File: config.mk
export PLATFORM = sky130hd
export DESIGN_NAME = prf_wb_bank_arbiter
export DESIGN_NICKNAME = d
export VERILOG_FILES = /design/src/rtl/prf_wb_bank_arbiter.sv
export SDC_FILE = /design/constraint.sdc
export NUM_CORES = 1
export LEC_CHECK = 0
export CELL_PAD_IN_SITES_DETAIL_PLACEMENT = 0
export CELL_PAD_IN_SITES_GLOBAL_PLACEMENT = 1
export CORE_MARGIN = 2
export CORE_UTILIZATION = 37
export CTS_CLUSTER_SIZE = 12
export DETAILED_ROUTE_END_ITERATION = 10
export PLACE_DENSITY_LB_ADDON = 0.1
export SKIP_LAST_GASP = 1
export SLEW_MARGIN = 10
export SYNTH_ARGS = -nofsm -noshare
export SYNTH_HDL_FRONTEND = slang
export SYNTH_SLANG_ARGS = --single-unit
File: constraint.sdc
create_clock -name CLK -period 6.2 [get_ports CLK]
set_input_delay 1.24 -clock CLK [delete_from_list [all_inputs] [get_ports CLK]]
set_output_delay 1.24 -clock CLK [all_outputs]
set_load 0.02 [all_outputs]
File: src/rtl/prf_wb_bank_arbiter.sv
// Per-bank round-robin arbitration of writeback requests onto the PRF write ports.
// Winning writes are registered toward the banks and echoed as wb_PR for wakeup/completion.
module prf_wb_bank_arbiter #(
  parameter int RQ_COUNT   = 8,
  parameter int PR_COUNT   = 128,
  parameter int BANK_COUNT = 4,
  parameter int DATA_WIDTH = 32,
  localparam int LOG_PR_COUNT = $clog2(PR_COUNT),
  localparam int LOG_BANK     = $clog2(BANK_COUNT),
  localparam int LOG_RQ       = $clog2(RQ_COUNT),
  localparam int IDX_W        = LOG_PR_COUNT - LOG_BANK
) (
  input  logic                             CLK,
  input  logic                             RST,
  input  logic [RQ_COUNT-1:0]              req_valid_by_rq,
  input  logic [RQ_COUNT*LOG_PR_COUNT-1:0] req_PR_by_rq,
  input  logic [RQ_COUNT*DATA_WIDTH-1:0]   req_data_by_rq,
  output logic [RQ_COUNT-1:0]              req_ready_by_rq,
  output logic [BANK_COUNT-1:0]            bank_wr_valid_by_bank,
  output logic [BANK_COUNT*IDX_W-1:0]      bank_wr_index_by_bank,
  output logic [BANK_COUNT*DATA_WIDTH-1:0] bank_wr_data_by_bank,
  output logic [BANK_COUNT*LOG_PR_COUNT-1:0] wb_PR_by_bank
);

  logic [LOG_PR_COUNT-1:0] pr_w    [RQ_COUNT];
  logic [DATA_WIDTH-1:0]   data_w  [RQ_COUNT];
  logic [RQ_COUNT-1:0]     x0_w;
  logic [RQ_COUNT-1:0]     cand_w  [BANK_COUNT];
  logic [BANK_COUNT-1:0]   gnt_vld_w;
  logic [LOG_RQ-1:0]       gnt_rq_w [BANK_COUNT];

  logic [LOG_RQ-1:0]       rr_ptr_q  [BANK_COUNT];
  logic [LOG_RQ-1:0]       rr_ptr_d  [BANK_COUNT];
  logic [BANK_COUNT-1:0]   wr_vld_q;
  logic [BANK_COUNT-1:0]   wr_vld_d;
  logic [IDX_W-1:0]        wr_idx_q  [BANK_COUNT];
  logic [IDX_W-1:0]        wr_idx_d  [BANK_COUNT];
  logic [DATA_WIDTH-1:0]   wr_data_q [BANK_COUNT];
  logic [DATA_WIDTH-1:0]   wr_data_d [BANK_COUNT];
  logic [LOG_PR_COUNT-1:0] wr_pr_q   [BANK_COUNT];
  logic [LOG_PR_COUNT-1:0] wr_pr_d   [BANK_COUNT];

  always_comb begin
    for (int r = 0; r < RQ_COUNT; r++) begin
      pr_w[r]   = req_PR_by_rq[r*LOG_PR_COUNT +: LOG_PR_COUNT];
      data_w[r] = req_data_by_rq[r*DATA_WIDTH +: DATA_WIDTH];
    end
  end

  // PR 0 is the x0 mapping: always accepted, never competes for a bank.
  always_comb begin
    for (int r = 0; r < RQ_COUNT; r++) begin
      x0_w[r] = req_valid_by_rq[r] && (pr_w[r] == '0);
    end
    for (int b = 0; b < BANK_COUNT; b++) begin
      cand_w[b] = '0;
      for (int r = 0; r < RQ_COUNT; r++) begin
        cand_w[b][r] = req_valid_by_rq[r] && (pr_w[r] != '0) &&
                       (pr_w[r][LOG_BANK-1:0] == LOG_BANK'(b));
      end
    end
  end

  always_comb begin
    logic [LOG_RQ-1:0] probe;
    probe = '0;
    for (int b = 0; b < BANK_COUNT; b++) begin
      gnt_vld_w[b] = 1'b0;
      gnt_rq_w[b]  = '0;
      for (int i = 0; i < RQ_COUNT; i++) begin
        probe = rr_ptr_q[b] + LOG_RQ'(i);
        if (!gnt_vld_w[b] && cand_w[b][probe]) begin
          gnt_vld_w[b] = 1'b1;
          gnt_rq_w[b]  = probe;
        end
      end
    end
  end

  always_comb begin
    req_ready_by_rq = x0_w;
    for (int b = 0; b < BANK_COUNT; b++) begin
      if (gnt_vld_w[b]) begin
        req_ready_by_rq[gnt_rq_w[b]] = 1'b1;
      end
    end
    if (RST) begin
      req_ready_by_rq = '0;
    end
  end

  always_comb begin
    for (int b = 0; b < BANK_COUNT; b++) begin
      rr_ptr_d[b]  = rr_ptr_q[b];
      wr_vld_d[b]  = gnt_vld_w[b];
      wr_idx_d[b]  = wr_idx_q[b];
      wr_data_d[b] = wr_data_q[b];
      wr_pr_d[b]   = wr_pr_q[b];
      if (gnt_vld_w[b]) begin
        rr_ptr_d[b]  = gnt_rq_w[b] + LOG_RQ'(1);
        wr_idx_d[b]  = pr_w[gnt_rq_w[b]][LOG_PR_COUNT-1:LOG_BANK];
        wr_data_d[b] = data_w[gnt_rq_w[b]];
        wr_pr_d[b]   = pr_w[gnt_rq_w[b]];
      end
    end
  end

  // Grant -> bank write register boundary; reset drops any pending write.
  always_ff @(posedge CLK) begin
    if (RST) begin
      wr_vld_q <= '0;
      for (int b = 0; b < BANK_COUNT; b++) begin
        rr_ptr_q[b]  <= '0;
        wr_idx_q[b]  <= '0;
        wr_data_q[b] <= '0;
        wr_pr_q[b]   <= '0;
      end
    end else begin
      wr_vld_q <= wr_vld_d;
      for (int b = 0; b < BANK_COUNT; b++) begin
        rr_ptr_q[b]  <= rr_ptr_d[b];
        wr_idx_q[b]  <= wr_idx_d[b];
        wr_data_q[b] <= wr_data_d[b];
        wr_pr_q[b]   <= wr_pr_d[b];
      end
    end
  end

  always_comb begin
    bank_wr_valid_by_bank = wr_vld_q;
    bank_wr_index_by_bank = '0;
    bank_wr_data_by_bank  = '0;
    wb_PR_by_bank         = '0;
    for (int b = 0; b < BANK_COUNT; b++) begin
      bank_wr_index_by_bank[b*IDX_W +: IDX_W]               = wr_idx_q[b];
      bank_wr_data_by_bank[b*DATA_WIDTH +: DATA_WIDTH]      = wr_data_q[b];
      wb_PR_by_bank[b*LOG_PR_COUNT +: LOG_PR_COUNT]         = wr_pr_q[b];
    end
  end

`ifndef SYNTHESIS
  // Two live requests to one nonzero PR means rename handed out a PR twice.
  logic dup_pr_w;
  always_comb begin
    dup_pr_w = 1'b0;
    for (int a = 0; a < RQ_COUNT; a++) begin
      for (int c = a + 1; c < RQ_COUNT; c++) begin
        if (req_valid_by_rq[a] && req_valid_by_rq[c] &&
            (pr_w[a] != '0) && (pr_w[a] == pr_w[c])) begin
          dup_pr_w = 1'b1;
        end
      end
    end
  end

  a_unique_pr: assert property (@(posedge CLK) disable iff (RST) !dup_pr_w);
`endif

endmodule
==> flow_summary.json, run 1 <==
{
  "grt_usage_pct": 38.66,
  "syn_inst": 2520,
  "synth_common_cells": "mux2i_1, nand2_1, nor2_1, dfxtp_1, clkbuf_1",
  "yosysSeqAreaShare_pct": 16.98,
  "cts_tree": "built",
  "crit_path_top_delay_cell": "mux4_2",
  "fin_cells": 3893,
  "fp.dieH_microns": 238.1,
  "cp.required_ns": 4.96,
  "grt-ovfl-total": 0,
  "via_per_inst": 6.468,
  "skew_ns": 0.02198,
  "worstPathMaxFanout": 5,
  "drive_gt1_share_pct": 19.00,
  "coreArea_sq_um": 54030,
  "synth_async_sr_flop_share_pct": 0,
  "ys_ff_latch": 172,
  "fmax_ghz": 0.1631,
  "cts_hold_buf": 0,
  "grt_max_degree": 82,
  "synthTopCellsByArea": "mux2i_1, dfxtp_1, mux4_2, nand2_1, a211oi_1",
  "cts_max_level": 4,
  "setup_viol": 0,
  "rsz0062_at_grt": "yes",
  "syn_area_sq_um": 20270,
  "start_kind": "primary input",
  "die_w_microns": 238.1,
  "synth_cell_type_count": 88,
  "synth_warnings": 0,
  "drtIter0Drc": 2830,
  "clkLatencyLatePin_ns": 0.51,
  "syn_nets": 2853,
  "clkTransAtPathRegs_ns": 0.08,
  "grt_pass1_wl_microns": 163900,
  "gp_congestion": 1.012,
  "arrival_ns": 4.89,
  "drc": 0,
  "yosys.area.top_type_share_pct": 25.38,
  "cp_cell_sequence": "clkdlybuf4s50_1, nor4_1, buf_4, a211o_1, mux4_2, mux2_4, a2111oi_2, o32a_1, o41ai_4, a22oi_2, buf_6, nor2_2, a22oi_1, a21oi_1, buf_2",
  "wl_microns": 113500,
  "numCtsBuffers": 17,
  "outcome": "complete, no violations",
  "syn2layout_area_growth_pct": 42.99,
  "io_pins": 510,
  "cts_max_path_buffers": 2,
  "crit_type": "in -> out",
  "fill_cells": 5100,
  "hpwl_microns": 79120,
  "synth_most_common_cell": "mux2i_1",
  "finalHoldViolCount": 0,
  "fin_crit_sh_pct": 98.89,
  "portBuffers": 509,
  "avgSynthCellArea_sq_um": 8.045,
  "wire_per_inst_microns": 29.16,
  "hold_class": "reg -> reg",
  "synth_flop_cell": "dfxtp_1",
  "antenna_found_initial": 26,
  "first_global_vias": 24240,
  "final_antenna_net_count": 0,
  "yosysTopAreaCell": "mux2i_1",
  "fp.dieArea_sq_um": 56680,
  "finalCriticalPeriod_ns": 6.131,
  "dp_cells": 3826,
  "slowest_delay_ns": 0.55,
  "num_vias": 25180,
  "synth_edf_count": 0,
  "slew_headroom_pct": 21.92,
  "row_count": 85,
  "worst_pin_slew_ns": 1.171,
  "nNetsFinal": 3499,
  "start_util_pct": 37.53,
  "first_pass_iters": 6,
  "slew_violations": 0,
  "clockRootBuffer": "clkbuf_16",
  "cap_viol_max_count": 0,
  "worstSetupEndpointType": "output port",
  "cts.sinks": 172
}
[registers in the layout, indices dropped and copies added, names as in the netlist]
signal / cells
wr_data_q: 128
bank_wr_valid_by_bank: 4
wr_idx_q: 13
rr_ptr_q: 12
wr_pr_q: 15
[metrics by stage]
stage	cell area [sq um]	utilization, %	worst slack, ns	setup TNS [ns]	hold WS, ns
detailed placement	27990	51.80	-0.4920	-17.71	0.4569
finish	28990	53.66	0.06888	0	0.4740
floorplan	20270	-	0.5327	0	0.5530
global route	28980	53.65	-0.05404	-0.1528	0.4933
CTS	28650	53.02	0.003027	0	0.4813
global placement	27990	51.80	-0.4974	-14.49	0.4421
[critical path: cells and delay by family]
| family | cells | cell delay [ns] |
|---|---|---|
| AOI/OAI and AO/OA | 7 | 1.55 |
| buffers and inverters | 4 | 1.07 |
| and+or+nand+nor | 2 | 0.13 |
| muxes | 2 | 0.89 |
[path summary, 6_finish.rpt]
path	from	endpoint	slack (ns)	cells past startpoint
setup reg to reg	rr_ptr_q[2][1]	wr_data_q[2][20]	0.88	15
hold / removal	wr_pr_q[0][1]	wr_pr_q[0][1]	0.47	1
hold reg to reg	wr_pr_q[0][1]	wr_pr_q[0][1]	0.47	1
setup / recovery	req_PR_by_rq[13]	req_ready_by_rq[1]	0.07	15
[placed cells by master (no fill, tap or decap), types with 21 or more instances in the layout]
master,count
dfxtp_1,172
inv_1,61
nor4_1,53
mux2i_1,505
clkdlybuf4s50_1,489
nor2_1,183
mux2_2,26
a31oi_1,55
and3_1,66
a21oi_1,65
nand4_1,34
buf_4,370
o2bb2ai_1,21
a221o_1,48
o211ai_1,32
mux4_2,53
o221ai_1,45
o21ai_0,77
o22ai_1,60
a211oi_1,111
nand2_1,260
[what timing repair did]
| action | in CTS | in global routing |
|---|---|---|
| pin swaps | 9 | 26 |
| setup endpoints to repair | 8 | 35 |
| setup buffers | 8 | 9 |
| resized for setup | 43 | 70 |
[layer usage]
metal	share of wire [%]	track usage [%]	vias up
li1	-	-	10970
met1	41	51.11	12350
met2	44	58.87	1532
met3	11	9.995	305
met4	4.6	17.86	18
met5	0.10	0	-
[cell families after synthesis]
family	Yosys count	share of synthesized area, %
AO/OA/AOI/OAI	644	23.25
XOR/XNOR	16	0.7653
adder cells (fa/ha/maj)	11	0.6788
buffers and inverters	322	7.202
flip-flops	172	16.98
multiplexers	594	32.76
AND/OR/NAND/NOR	761	18.36
[final cells by class]
class	count	area, sq um	area share (%)
Tap cell	696	870.8	3.004
Antenna cell	18	45.04	0.1554
Multi-Input combinational cell	2026	15860	54.70
Clock inverter	12	106.4	0.3669
Sequential cell	172	3443	11.88
Clock buffer	20	436.7	1.506
Inverter	67	254.0	0.8761
Timing Repair Buffer	882	7975	27.51
Power of run 1 is not shown: default switching activity piles up to over one toggle a cycle in this logic, so the estimate is an artifact.
==> inputs of run 2 (changes only) <==
Settings changed: ABC_AREA set to 1, CORE_ASPECT_RATIO set to 1.2, CORE_UTILIZATION 37 to 33.
==> run 2 against run 1 <==
- count of clock-buffer cells in the layout shrank 1
- clock skew shrank 0.0016 ns
- final area fell by 7.2%
- fmax is 5.2% higher
- synthesized cell count up 60%
- area after synthesis increased by 1.7%
- non-clock buffer count shrank 245
- critical path depth grew 8
- first-iteration DRC count shrank 10%
- register-to-register slack better by 0.55 ns
- utilization decreased by 10 points
- via count up 9.8%
- largest cell class unchanged
==> flow_summary.json, run 2 <==
{
  "avgSynthCellArea_sq_um": 5.109,
  "drtIter0Drc": 2546,
  "final_antenna_net_count": 0,
  "ys_ff_latch": 172,
  "reg2reg_slack_ns": 1.43,
  "fp.dieH_microns": 277.8,
  "final_common_cell": "nand2_1",
  "slew_headroom_pct": 17.99,
  "fin_crit_sh_pct": 94.00,
  "drc": 0,
  "cts_tree": "built",
  "arrival_ns": 4.59,
  "final_area_sq_um": 26890,
  "yosysTopAreaCell": "nand2_1",
  "cts.sinks": 172,
  "rsz0062_at_grt": "no",
  "clkLatencyLatePin_ns": 0.51,
  "crit_buf_inv": 6,
  "worstReg2RegStart": "rr_ptr_q[0][1]",
  "first_global_vias": 25300,
  "cts_hold_buf": 0,
  "slew_violations": 0,
  "crit_path_top_delay_cell": "clkdlybuf4s50_1",
  "crit_type": "in -> out",
  "cap_viol_max_count": 0,
  "gp_congestion": 0.9901,
  "grt_max_degree": 187,
  "r2r_end": "wr_data_q[0][11]",
  "holdCritStartpoint": "wr_pr_q[2][0]",
  "hold_class": "reg -> reg",
  "whs_path_depth": 2,
  "fin_tns_setup_ns": 0,
  "antenna_found_initial": 19,
  "fill_cells": 7023,
  "slowest_delay_ns": 0.47,
  "r2r_cells": 22,
  "yosysSeqAreaShare_pct": 16.70,
  "skew_ns": 0.02039,
  "place_area_sq_um": 26180,
  "finalCriticalPeriod_ns": 5.828,
  "cp.required_ns": 4.96,
  "fp.dieArea_sq_um": 64510,
  "multiInputGateArea_sq_um": 14400,
  "die_w_microns": 232.2,
  "grt_pass1_wl_microns": 166500,
  "syn_inst": 4036,
  "grt-ovfl-total": 0,
  "drive_gt1_share_pct": 5.483,
  "coreArea_sq_um": 61930,
  "holdPathEnd": "wr_pr_q[2][0]",
  "top_register": "wr_data_q",
  "synth_edf_count": 0,
  "synth_most_common_cell": "nand2_1",
  "clkTransAtPathRegs_ns": 0.08,
  "row_count": 100,
  "worst_pin_slew_ns": 1.230,
  "synth_flop_cell": "dfxtp_1",
  "reg_top3": "wr_data_q (128), wr_pr_q (15), wr_idx_q (13)",
  "fmax_ghz": 0.1716,
  "hpwl_microns": 77960,
  "grt_usage_pct": 34.64,
  "num_vias": 27650,
  "synth_cell_type_count": 41,
  "outcome": "complete, no violations",
  "syn2layout_area_growth_pct": 30.42,
  "regArea_sq_um": 3443,
  "synth_async_sr_flop_share_pct": 0,
  "synth_common_cells": "nand2_1, o21ai_0, nand3_1, inv_1, nor2_1",
  "worstPathMaxFanout": 7,
  "syn_area_sq_um": 20620,
  "finalHoldViolCount": 0,
  "nNetsFinal": 4734,
  "wl_microns": 115000,
  "synthTopCellsByArea": "nand2_1, dfxtp_1, o21ai_0, nand3_1, inv_1",
  "mostFrequentLayoutCells": "nand2_1, clkdlybuf4s50_1, o21ai_0, nand3_1, inv_1",
  "first_pass_iters": 6,
  "start_util_pct": 33.29,
  "cts_max_level": 4,
  "io_pins": 510,
  "largest_reg_flops": 128,
  "yosys.area.top_type_share_pct": 30.23,
  "start_kind": "primary input",
  "synth_warnings": 0,
  "portBuffers": 509,
  "cp_cell_sequence": "clkdlybuf4s50_1, nor2_1, buf_4, and2_1, nand2_1, nand4_1, nand3_1, nand3_1, nand2_1, nor2_4, nand4_4, nor2_4, nand4_1, buf_4, inv_1, nor2_2, nand3_1, nand2_1, a21oi_1, nand3_1, nand2_1, inv_1, dlymetal6s2s_1",
  "syn_nets": 4369,
  "numCtsBuffers": 17,
  "cp_top_family": "simple AND/OR/NAND/NOR gates",
  "cts_max_path_buffers": 2,
  "worstSetupEndpointType": "output port",
  "setup_viol": 0,
  "wire_per_inst_microns": 21.93,
  "clockRootBuffer": "clkbuf_16",
  "via_per_inst": 5.274
}
## run 2: cell types whose count changed after synthesis, sizes merged, moves of 60 or more
cell    delta
o22ai     -60
buf       +70
nand2   +1407
a211oi   -114
nor2     +160
o21ai    +492
mux2i    -502
nand3    +402
and3      -66
inv      +288
## run 2: per-layer routing
| layer | wire, microns | vias up | GRT usage (%) | share of wire (%) |
|---|---|---|---|---|
| met2 | 52930 | 1136 | 56.00 | 46 |
| met1 | 47490 | 12740 | 44.10 | 41 |
| met3 | 8152 | 229 | 5.222 | 7.1 |
| li1 | - | 13540 | - | - |
| met4 | 6311 | 14 | 18.36 | 5.5 |
| met5 | 99 | - | 0 | 0.086 |
## run 2: metrics by stage
stage	utilization, %	worst slack (ns)	cells	hold WS [ns]
3_5_place_dp	42.26	0.05986	5191	0.4319
2_1_floorplan	-	1.516	4036	0.5149
5_1_grt	43.42	0.09870	5241	0.4654
3_3_place_gp	42.26	0.06251	5191	0.4306
4_1_cts	43.19	0.03275	5223	0.4454
6_report	43.42	0.3720	5243	0.4438
## run 2: cell type report
class / count / area share, %
multi-input cells: 3219 / 53.53
repair buffers: 637 / 22.65
clock inverters: 13 / 0.4838
well taps: 816 / 3.796
inverters: 354 / 4.973
clock buffers: 19 / 1.647
flip-flops and latches: 172 / 12.80
diodes: 13 / 0.1210
## run 2: worst register-to-register path: stages (launching register included)
cell and delay [ns]:
dfxtp_1 0.33, clkinv_1 0.06, buf_4 0.17, ha_1 0.38, inv_1 0.27, nand3_1 0.18
nand3_1 0.13, nand2_1 0.14, nor2_4 0.19, nand4_4 0.13, nor2_4 0.18, nand2_1 0.12
nand3_4 0.12, buf_4 0.51, buf_4 0.96, nand3_1 0.29, nand2_1 0.12, nand2_1 0.05
nand2_1 0.12, nand2_1 0.07, nand3_1 0.11, nand2_1 0.05, inv_1 0.07
## run 2: kinds of logic (layout without fill, tap and decap cells)
kind of cell               after synthesis  count (layout)  share of synthesized area (%)
AOI/OAI and AO/OA                      671             671                          17.09
xor gates and xnor gates                14              14                         0.5946
adders and majority gates               11              11                         0.6674
buffers and inverters                  645            1023                          14.46
DFF                                    172             172                          16.70
muxes                                   12              12                         0.5825
other                                    0              13                              0
and+or+nand+nor                       2511            2511                          49.91
## run 2: how the worst max path moves through the flow
stage / start / to / slack (ns) / cells past startpoint
final: req_PR_by_rq[14] / req_ready_by_rq[2] / 0.37 / 23
after global routing: req_PR_by_rq[21] / req_ready_by_rq[2] / 0.1 / 24
after CTS: req_PR_by_rq[22] / req_ready_by_rq[3] / 0.03 / 22
after detailed placement: req_PR_by_rq[22] / req_ready_by_rq[3] / 0.06 / 22
after global placement: req_PR_by_rq[14] / req_ready_by_rq[0] / 0.06 / 20
after floorplan: req_PR_by_rq[35] / req_ready_by_rq[1] / 1.52 / 21
## run 2: what timing repair did
| item | 4_1_cts | 5_1_grt |
|---|---|---|
| endpoints found under the hold margin | 0 | 0 |
| buffers inserted | 0 | 7 |
| gates resized for setup | 0 | 19 |
| setup endpoints to repair | 0 | 8 |
Power of run 2 is left out for the same reason.
